$ cat config.mk
export PLATFORM = sky130hd
export DESIGN_NAME = multibank_read_scheduler
export DESIGN_NICKNAME = d
export VERILOG_FILES = /design/src/rtl/multibank_read_scheduler.sv
export SDC_FILE = /design/constraint.sdc
export NUM_CORES = 1
export LEC_CHECK = 0
export ABC_CLOCK_PERIOD_IN_PS = 2700
export BUFFER_PORTS_ARGS = -buffer_cell sky130_fd_sc_hd__buf_2
export CAP_MARGIN = 20
export CORE_ASPECT_RATIO = 0.8
export CORE_MARGIN = 3
export CORE_UTILIZATION = 45
export CTS_CLUSTER_DIAMETER = 150
export DETAILED_ROUTE_END_ITERATION = 10
export PLACE_DENSITY = 0.81
export SKIP_LAST_GASP = 1
export SLEW_MARGIN = 20
export SYNTH_ARGS = -nofsm -noshare
export SYNTH_HDL_FRONTEND = slang
export SYNTH_SLANG_ARGS = --single-unit
$ cat constraint.sdc
create_clock -name clk -period 2.7 [get_ports clk]
set_input_delay 0.135 -clock clk [delete_from_list [all_inputs] [get_ports clk]]
set_output_delay 0.135 -clock clk [all_outputs]
set_load 0.01 [all_outputs]
$ cat src/rtl/multibank_read_scheduler.sv
// multibank_read_scheduler
//   Shares BANKS single-read-port memory banks between PORTS read requesters.
//   The low address bits pick the bank and the high bits are the row within it.
//   Each bank has its own round-robin arbiter, so requests to different banks
//   are granted in the same cycle. The winning row address is forwarded to the
//   bank. Read data comes back DATA_LAT cycles later. A per-port shift register
//   of {valid, bank tag} remembers which bank each accepted read went to, and
//   that tag steers the bank data back to the requester.
//
// Ports
//   clk, rst     clock; synchronous active-high reset
//   r_addr       per-port request address {row, bank}
//   r_avalid     per-port request valid
//   r_aready     per-port accept; combinational, same cycle as the request
//   r_dvalid     per-port response valid, DATA_LAT cycles after accept
//   r_data       per-port response data, zero when r_dvalid is low
//   bank_addr    per-bank row address, zero when the bank is not read
//   bank_avalid  per-bank read strobe
//   bank_rdata   per-bank read data, valid DATA_LAT cycles after the strobe
module multibank_read_scheduler #(
  parameter int PORTS      = 3,
  parameter int BANKS      = 4,
  parameter int ADDR_WIDTH = 4,
  parameter int DATA_WIDTH = 32,
  parameter int DATA_LAT   = 1,
  localparam int BANK_BITS = $clog2(BANKS),
  localparam int ROW_BITS  = ADDR_WIDTH - BANK_BITS,
  localparam int PTR_BITS  = (PORTS > 1) ? $clog2(PORTS) : 1
) (
  input  logic                                clk,
  input  logic                                rst,
  input  logic [PORTS-1:0][ADDR_WIDTH-1:0]    r_addr,
  input  logic [PORTS-1:0]                    r_avalid,
  output logic [PORTS-1:0]                    r_aready,
  output logic [PORTS-1:0]                    r_dvalid,
  output logic [PORTS-1:0][DATA_WIDTH-1:0]    r_data,
  output logic [BANKS-1:0][ROW_BITS-1:0]      bank_addr,
  output logic [BANKS-1:0]                    bank_avalid,
  input  logic [BANKS-1:0][DATA_WIDTH-1:0]    bank_rdata
);

  logic [BANKS-1:0][PORTS-1:0]                 req_s;
  logic [BANKS-1:0]                            gnt_any_s;
  logic [BANKS-1:0][PTR_BITS-1:0]              gnt_idx_s;
  logic [BANKS-1:0][PTR_BITS-1:0]              ptr_r;
  logic [PORTS-1:0]                            accept_s;
  logic [PORTS-1:0][DATA_LAT-1:0]              vld_r;
  logic [PORTS-1:0][DATA_LAT-1:0][BANK_BITS-1:0] tag_r;

  // Requesting set of each bank: valid ports whose bank field selects it
  always_comb begin
    req_s = '0;
    for (int b = 0; b < BANKS; b++) begin
      for (int p = 0; p < PORTS; p++) begin
        req_s[b][p] = r_avalid[p] & (r_addr[p][BANK_BITS-1:0] == BANK_BITS'(b));
      end
    end
  end

  // Round-robin search per bank, starting one past the last granted port
  always_comb begin
    logic [PTR_BITS-1:0] idx_v;
    logic                hit_v;
    gnt_any_s = '0;
    gnt_idx_s = '0;
    idx_v     = '0;
    hit_v     = 1'b0;
    for (int b = 0; b < BANKS; b++) begin
      for (int k = 1; k <= PORTS; k++) begin
        idx_v        = PTR_BITS'((int'(ptr_r[b]) + k) % PORTS);
        // Only the first requester in search order takes the grant
        hit_v        = req_s[b][idx_v] & ~gnt_any_s[b];
        gnt_idx_s[b] = hit_v ? idx_v : gnt_idx_s[b];
        gnt_any_s[b] = gnt_any_s[b] | hit_v;
      end
    end
    // No grants at all while reset is held
    gnt_any_s = gnt_any_s & {BANKS{~rst}};
  end

  // Requester accept and bank-side strobe/row drive
  always_comb begin
    logic [BANK_BITS-1:0] bsel_v;
    r_aready    = '0;
    bank_addr   = '0;
    bank_avalid = gnt_any_s;
    bsel_v      = '0;
    for (int p = 0; p < PORTS; p++) begin
      bsel_v      = r_addr[p][BANK_BITS-1:0];
      r_aready[p] = gnt_any_s[bsel_v] & (gnt_idx_s[bsel_v] == PTR_BITS'(p));
    end
    for (int b = 0; b < BANKS; b++) begin
      bank_addr[b] = gnt_any_s[b] ? r_addr[gnt_idx_s[b]][ADDR_WIDTH-1:BANK_BITS]
                                  : {ROW_BITS{1'b0}};
    end
  end

  assign accept_s = r_avalid & r_aready;

  // Arbiter pointers: remember the last granted port, hold when idle
  always_ff @(posedge clk) begin
    if (rst) begin
      for (int b = 0; b < BANKS; b++) begin
        ptr_r[b] <= PTR_BITS'(PORTS - 1);
      end
    end else begin
      for (int b = 0; b < BANKS; b++) begin
        if (gnt_any_s[b]) begin
          ptr_r[b] <= gnt_idx_s[b];
        end
      end
    end
  end

  // Return pipeline: carries {valid, bank tag} for DATA_LAT cycles per port
  always_ff @(posedge clk) begin
    if (rst) begin
      vld_r <= '0;
      tag_r <= '0;
    end else begin
      for (int p = 0; p < PORTS; p++) begin
        vld_r[p][0] <= accept_s[p];
        tag_r[p][0] <= r_addr[p][BANK_BITS-1:0];
        for (int s = 1; s < DATA_LAT; s++) begin
          vld_r[p][s] <= vld_r[p][s-1];
          tag_r[p][s] <= tag_r[p][s-1];
        end
      end
    end
  end

  // Response steering: last pipeline stage selects the bank data
  always_comb begin
    r_dvalid = '0;
    r_data   = '0;
    for (int p = 0; p < PORTS; p++) begin
      r_dvalid[p] = vld_r[p][DATA_LAT-1];
      r_data[p]   = vld_r[p][DATA_LAT-1] ? bank_rdata[tag_r[p][DATA_LAT-1]]
                                         : {DATA_WIDTH{1'b0}};
    end
  end

endmodule

==> Word-level counts from Yosys, hierarchy flattened <==
Index checks and enable logic that the tools add are counted.
{ "op_classes": {"bitwise_logic": 42, "eq_ne": 11, "n_reduce_logical": 4, "mux": 69, "div_mod_pow": 12, "n_lt_le_gt_ge": 22, "n_addsub": 12} }
{ "op_table": {"columns": ["op", "n"], "rows": [
  ["32-bit by 3-bit remainder unit with 32-bit output, second input constant", 12],
  ["32-bit binary-select mux with 2-bit select", 3],
  ["32-bit 2-to-1 mux", 6],
  ["2-bit by 3-bit less-than comparator with 1-bit output, second input constant", 22],
  ["2-bit 2-to-1 mux", 19],
  ["4-bit binary-select mux with 2-bit select", 4],
  ["1-bit binary-select mux with 2-bit select", 15],
  ["2-bit by 2-bit adder with 3-bit output, second input constant", 8],
  ["1-bit AND", 23],
  ["4-bit 2-to-1 mux", 4],
  ["1-bit 2-to-1 mux", 15],
  ["2-bit equality test, second input constant", 7],
  ["2-bit by 1-bit adder with 3-bit output, second input constant", 4],
  ["2-bit binary-select mux with 2-bit select", 3],
  ["1-bit inverter", 9],
  ["2-bit by 1-bit equality test with 1-bit output, second input constant", 4],
  ["2-bit logical NOT", 4],
  ["1-bit OR", 8],
  ["4-bit AND", 1],
  ["3-bit AND", 1]
]} }
{ "totals": {"regBits": 17, "in_bits": 145, "elab_cells": 182} }

==> Depth between registers and ports, before layout <==
{ "logic_depth": {"word_depth": 15, "depth_mapped": 11, "ltp_nobuf": 10} }

==> Worst setup path before layout <==
Ideal clock, no wire load.
{ "synth_path": {"path_type": "flip-flop to output port", "startpoint": "register ptr_r[1] in the netlist's numbering", "endpoint": "output port r_aready[0]", "setup_slack_ns": 0.277, "path_stages_with_launch": 12, "arrival_ns": 2.288, "path_cell_list": "dfxtp_1 > inv_1 > ha_1 > buf_2 > or4b_1 > a21oi_1 > a2111oi_1 > and2_4 > or2_4 > inv_2 > a221oi_2 > nor3_1"} }
{ "synth_via": {"elab_chain_len": 14, "elab_cells_between_ends": 28, "cone_classes": "add/sub: 3; div: 3; mux: 13; bitwise: 8; reduce/logical: 1"} }
{ "synth_lines": {"columns": ["item", "line", "text"], "rows": [
  ["start, declared", "45", "logic [BANKS-1:0][PTR_BITS-1:0] ptr_r;"],
  ["start signal, assigned by index", "104", "ptr_r[b] <= PTR_BITS'(PORTS - 1);"],
  ["start signal, assigned by index", "109", "ptr_r[b] <= gnt_idx_s[b];"],
  ["2-bit by 1-bit adder with 3-bit output", "70", "idx_v = PTR_BITS'((int'(ptr_r[b]) + k) % PORTS);"],
  ["32-bit by 3-bit remainder unit with 32-bit output", "70", null],
  ["1-bit binary-select mux with 2-bit select", "72", "hit_v = req_s[b][idx_v] & ~gnt_any_s[b];"],
  ["1-bit 2-to-1 mux (not written as such)", "72", null],
  ["1-bit inverter", "72", null],
  ["1-bit AND", "72", null],
  ["1-bit OR", "74", "gnt_any_s[b] = gnt_any_s[b] | hit_v;"],
  ["1-bit inverter", "72", null],
  ["1-bit AND", "72", null],
  ["1-bit OR *", "74", null],
  ["4-bit AND *", "78", "gnt_any_s = gnt_any_s & {BANKS{~rst}};"],
  ["named net bank_avalid[0]", "38", "output logic [BANKS-1:0] bank_avalid,"],
  ["1-bit binary-select mux with 2-bit select *", "90", "r_aready[p] = gnt_any_s[bsel_v] & (gnt_idx_s[bsel_v] == PTR_BITS'(p));"],
  ["1-bit 2-to-1 mux (not written as such) *", "90", null],
  ["1-bit AND *", "90", null],
  ["end, declared", "34", "output logic [PORTS-1:0] r_aready,"]
]} }
Mark *: on every way through the listed nets, which the timed path passes. The rest lies on a longest branch. The select of a mux whose other input is x is not followed.

==> Worst setup path after layout <==
{ "layout_path": {"startpoint": "register ptr_r[1] in the netlist's numbering", "endpoint": "output port r_aready[1]"} }
{ "layout_via": {"elab_chain_len": 14, "elab_cells_between_ends": 28, "cone_classes": "add/sub: 3; div: 3; eq/ne: 1; mux: 13; bitwise: 8"} }
{ "layout_lines": {"columns": ["item", "line"], "rows": [
  ["2-bit by 1-bit adder with 3-bit output", "70"],
  ["32-bit by 3-bit remainder unit with 32-bit output", "70"],
  ["1-bit binary-select mux with 2-bit select", "72"],
  ["1-bit 2-to-1 mux (not written as such)", "72"],
  ["1-bit inverter", "72"],
  ["1-bit AND", "72"],
  ["1-bit OR", "74"],
  ["1-bit inverter", "72"],
  ["1-bit AND", "72"],
  ["2-bit 2-to-1 mux / 1-bit OR (equally long branches)", "73, 74"],
  ["2-bit binary-select mux with 2-bit select / 4-bit AND (equally long branches)", "90, 78"],
  ["2-bit 2-to-1 mux (not written as such) / 1-bit binary-select mux with 2-bit select (equally long branches)", "90"],
  ["2-bit by 1-bit equality test with 1-bit output / 1-bit 2-to-1 mux (equally long branches)", "90"],
  ["1-bit AND *", "90"]
]} }
Mark *: on every way between the ends. The rest lies on a longest branch, timed or not. The select of a mux whose other input is x is not followed.

==> summary by stage <==
Synthesis
Synthesis produced 526 cells. The share of synthesized area occupied by flip-flops and latches is 0.0655. Synthesis produced a netlist with a net count of 683. The share of the synthesized area in compound gates (AO/OA/AOI/OAI) was 0.153. The largest total area in the synthesized netlist belongs to sky130_fd_sc_hd__mux4_2. Ranked by total cell area, the synthesized netlist is headed by sky130_fd_sc_hd__mux4_2 42%, sky130_fd_sc_hd__and2_1 12%, sky130_fd_sc_hd__dfxtp_1 6.6%.

The number of unique standard cell types used by synthesis is 75. Measured against the total synthesized area, the mux share comes to 0.432. Of the total synthesized cell area, the portion taken by full adders, half adders and majority gates is 0.0289. After synthesis, the largest family of logic cells by area is multiplexers. The Yosys step of the flow raised 0 warnings.

The post-synthesis cell area is 5190 um^2. The xor and xnor fraction of the mapped netlist area is 0.00169. The register bit count reported by yosys is 17. The simple logic cell fraction of the synthesized area is 0.256. The number of enable-type register cells in the synthesized netlist is 0. The async set or reset register ratio after synthesis is 0. A synthesized cell averages 9.87 um^2.

The most used flip-flop cell after synthesis is sky130_fd_sc_hd__dfxtp_1. Of the post-synthesis cell area, the dominant cell type holds 0.416.

Cells and area
0 antenna diodes ended up in the layout. The final core utilization is 0.645. The number of filler cells placed in the layout is 856. The finished layout holds 908 standard cells, fillers aside.

The most frequent standard cell in the layout excluding fill and tap cells is sky130_fd_sc_hd__buf_2. The area growth from synthesis to final layout is 37.4%. The finished cells cover 7140 um^2. The count of nets after finishing is 922.

The combined area of the multi-input logic cells is 4870 um^2. The sequential cells in the finished layout cover a total of 357 um^2. Of the cells placed in the final design, the portion with a size suffix greater than 1 is 0.601.

In the layout the commonest cells are 258 x sky130_fd_sc_hd__buf_2, 97 x sky130_fd_sc_hd__and2_1, 96 x sky130_fd_sc_hd__mux4_2, 25 x sky130_fd_sc_hd__buf_4.

Status
The run finished with clean final reports.

Setup path
The critical path start-end classification is register to primary output. The element type at the critical path end is a primary output. The startpoint identified for the worst register-to-register timing path is ptr_r[1]. Of all nets on the critical path, the largest fanout is 6. STA classifies the critical path startpoint as a register. At the worst endpoint, the arrival time is 2.56 ns.

The number of cells on the worst reg-to-reg path is 10. Data on the critical path is required at its endpoint by 2.57 ns. The worst setup path startpoint is ptr_r[1].

Detailed routing
In the routed design, unresolved DRC markers number 0. The total detailed-routing wirelength is 20,500 um. The detailed-routing iteration count for the pre-antenna-repair pass is 5.

The via count normalized by instance count is 6.55. The residual antenna-violating net count after detailed routing is 0. After the first detailed-routing iteration, the DRC count stood at 530.

After detailed routing, the average wire length per cell comes to 22.6 um. Summing over every cut layer, the via total after detailed routing is 5,949.

Worst hold path
The worst min-delay path startpoint is r_addr[8]. The path category of the worst min-delay check is input port to register. The hold-critical path depth is 3.

Power
The power density normalized to cell area is 458 nW/um^2. Overall power consumption after layout is estimated at 3.27 mW. The peak ir drop on the vdd network is 329 uV.

The static leakage power is 3.11 nW.

Clock tree
TritonCTS built the clock tree. The number of buffers inserted for hold repair after clock tree synthesis is 0. The number of buffers created by CTS is 3. After clock tree synthesis, the clock-pin slew on the worst setup and hold paths is 0.05 ns. The number of levels in the clock H-tree is 1. CTS saw 17 sinks.

The clock passes through at most 2 buffers. The root buffer selected by CTS is sky130_fd_sc_hd__clkbuf_16. Clock latency on the worst-skew pair, taken at its later pin, is 0.25 ns.

Timing
Setup violations remaining at the end of the flow were counted as 0. The pin slew with the least headroom to its limit is 0.539 ns. Timing would allow up to 372 MHz.

For the final database, setup skew stands at 0.00169 ns. After routing, the total negative slack on setup checks comes to 0 ns. The final setup slack of the worst path is 0.00957 ns. The final-report hold violation count is 0. The clock period could shrink to 2.69 ns. Setup repair after global routing could not meet its margin everywhere. The share of the clock period used by the worst path after layout is 0.996. The final-report max-slew violation count is 0. The headroom to the max-slew limit is 0.639. The worst hold-check slack is 0.300 ns.

Place
The count of input and output buffers is 258. At the end of routability-driven placement, the weighted congestion stood at 0.928. The cell area reported after detailed placement is 6620 um^2. After legalization and detailed placement, the total HPWL measured 15,100 um. OpenSTA, run right after detailed placement, puts the worst setup slack at 0.0543 ns. The number of placed instances, taps included, is 894.

Global routing
The first global-routing pass estimated 29,900 um of wire. The via count of the first global-routing pass is 5,829. The number of antenna violations at the first check in global routing came to 1. The overflow left after global routing is 0.

The pin count of the biggest net entering global routing is 34. The overall fraction of global-route tracks in use is 0.286.

Floorplan
Row generation in the floorplan step produced 34 rows. The die covers 12,900 um^2. Pin placement for this block handled 259 I/O pins.

The die span in x is 126 um. The core footprint is 11,100 um^2. The die outline height is 102 um. The starting utilization of the core area is 0.470.

Flow run
The tool flagged a number of max-cap violations equal to 0.
cells by family (layout without fill, tap and decap cells):
family | after synthesis | in the layout
and+or+nand+nor | 212 | 212
DFF | 17 | 17
adders and majority gates | 12 | 12
buffers and inverters | 77 | 315
xor gates and xnor gates | 1 | 1
muxes | 104 | 104
AOI/OAI and AO/OA | 103 | 103
repair_timing:
item                                   CTS  global route
resized for setup                       20            47
setup endpoints to repair                9            10
buffers inserted                         2             8
endpoints found under the hold margin    0             0
pin swaps                                3            16
power breakdown:
group | switching, mW | internal (mW)
clock | 0.105 | 0.198
combinational | 1.38 | 1.23
sequential | 0.0529 | 0.304
worst max-delay path, stage by stage (launching register included):
cell	delay, ns
sky130_fd_sc_hd__dfxtp_4	0.38
sky130_fd_sc_hd__inv_1	0.08
sky130_fd_sc_hd__ha_4	0.19
sky130_fd_sc_hd__or4b_4	0.50
sky130_fd_sc_hd__a21oi_4	0.19
sky130_fd_sc_hd__a2111oi_4	0.07
sky130_fd_sc_hd__buf_4	0.18
sky130_fd_sc_hd__a211oi_4	0.28
sky130_fd_sc_hd__a221oi_4	0.11
sky130_fd_sc_hd__a211oi_2	0.16
sky130_fd_sc_hd__buf_2	0.16
layer usage:
metal	up-vias	GRT usage	wire length [um]
met5	-	0	13
met4	2	0.0717	437
met3	52	0.0569	1830
met2	380	0.499	10500
met1	2950	0.369	7700
li1	2565	-	-
sequential cells by signal, indices dropped and copies added (netlist names):
| name | cells |
|---|---|
| ptr_r | 8 |
| tag_r | 6 |
| r_dvalid | 3 |
worst paths after layout:
check                     end  slack (ns)
hold reg to reg      ptr_r[0]        0.50
hold / removal       tag_r[4]        0.30
setup / recovery  r_aready[1]        0.01
setup reg to reg  r_dvalid[0]        0.26
synth_stat cells, types with 6 or more instances:
cell,number
sky130_fd_sc_hd__mux4_2,96
sky130_fd_sc_hd__nand2b_1,8
sky130_fd_sc_hd__dfxtp_1,17
sky130_fd_sc_hd__a211oi_1,15
sky130_fd_sc_hd__a21oi_1,17
sky130_fd_sc_hd__ha_1,12
sky130_fd_sc_hd__nand2_1,21
sky130_fd_sc_hd__mux2i_1,8
sky130_fd_sc_hd__buf_1,7
sky130_fd_sc_hd__and2_1,98
sky130_fd_sc_hd__clkbuf_1,25
sky130_fd_sc_hd__nand4b_1,7
sky130_fd_sc_hd__inv_1,22
sky130_fd_sc_hd__buf_2,19
sky130_fd_sc_hd__nand3b_1,7
sky130_fd_sc_hd__o22ai_1,7
sky130_fd_sc_hd__nor2_1,18
sky130_fd_sc_hd__o21ai_0,8
sky130_fd_sc_hd__nand3_1,6
layout make-up:
| cell class | count | share of cell area |
|---|---|---|
| multi-input combinational | 432 | 0.683 |
| timing repair buffer | 288 | 0.219 |
| clock buffer | 3 | 0.0105 |
| sequential | 17 | 0.0500 |
| tap | 144 | 0.0252 |
| clock inverter | 1 | 0.000701 |
| inverter | 23 | 0.0121 |
Note: power is estimated with default switching activity, not from simulation.
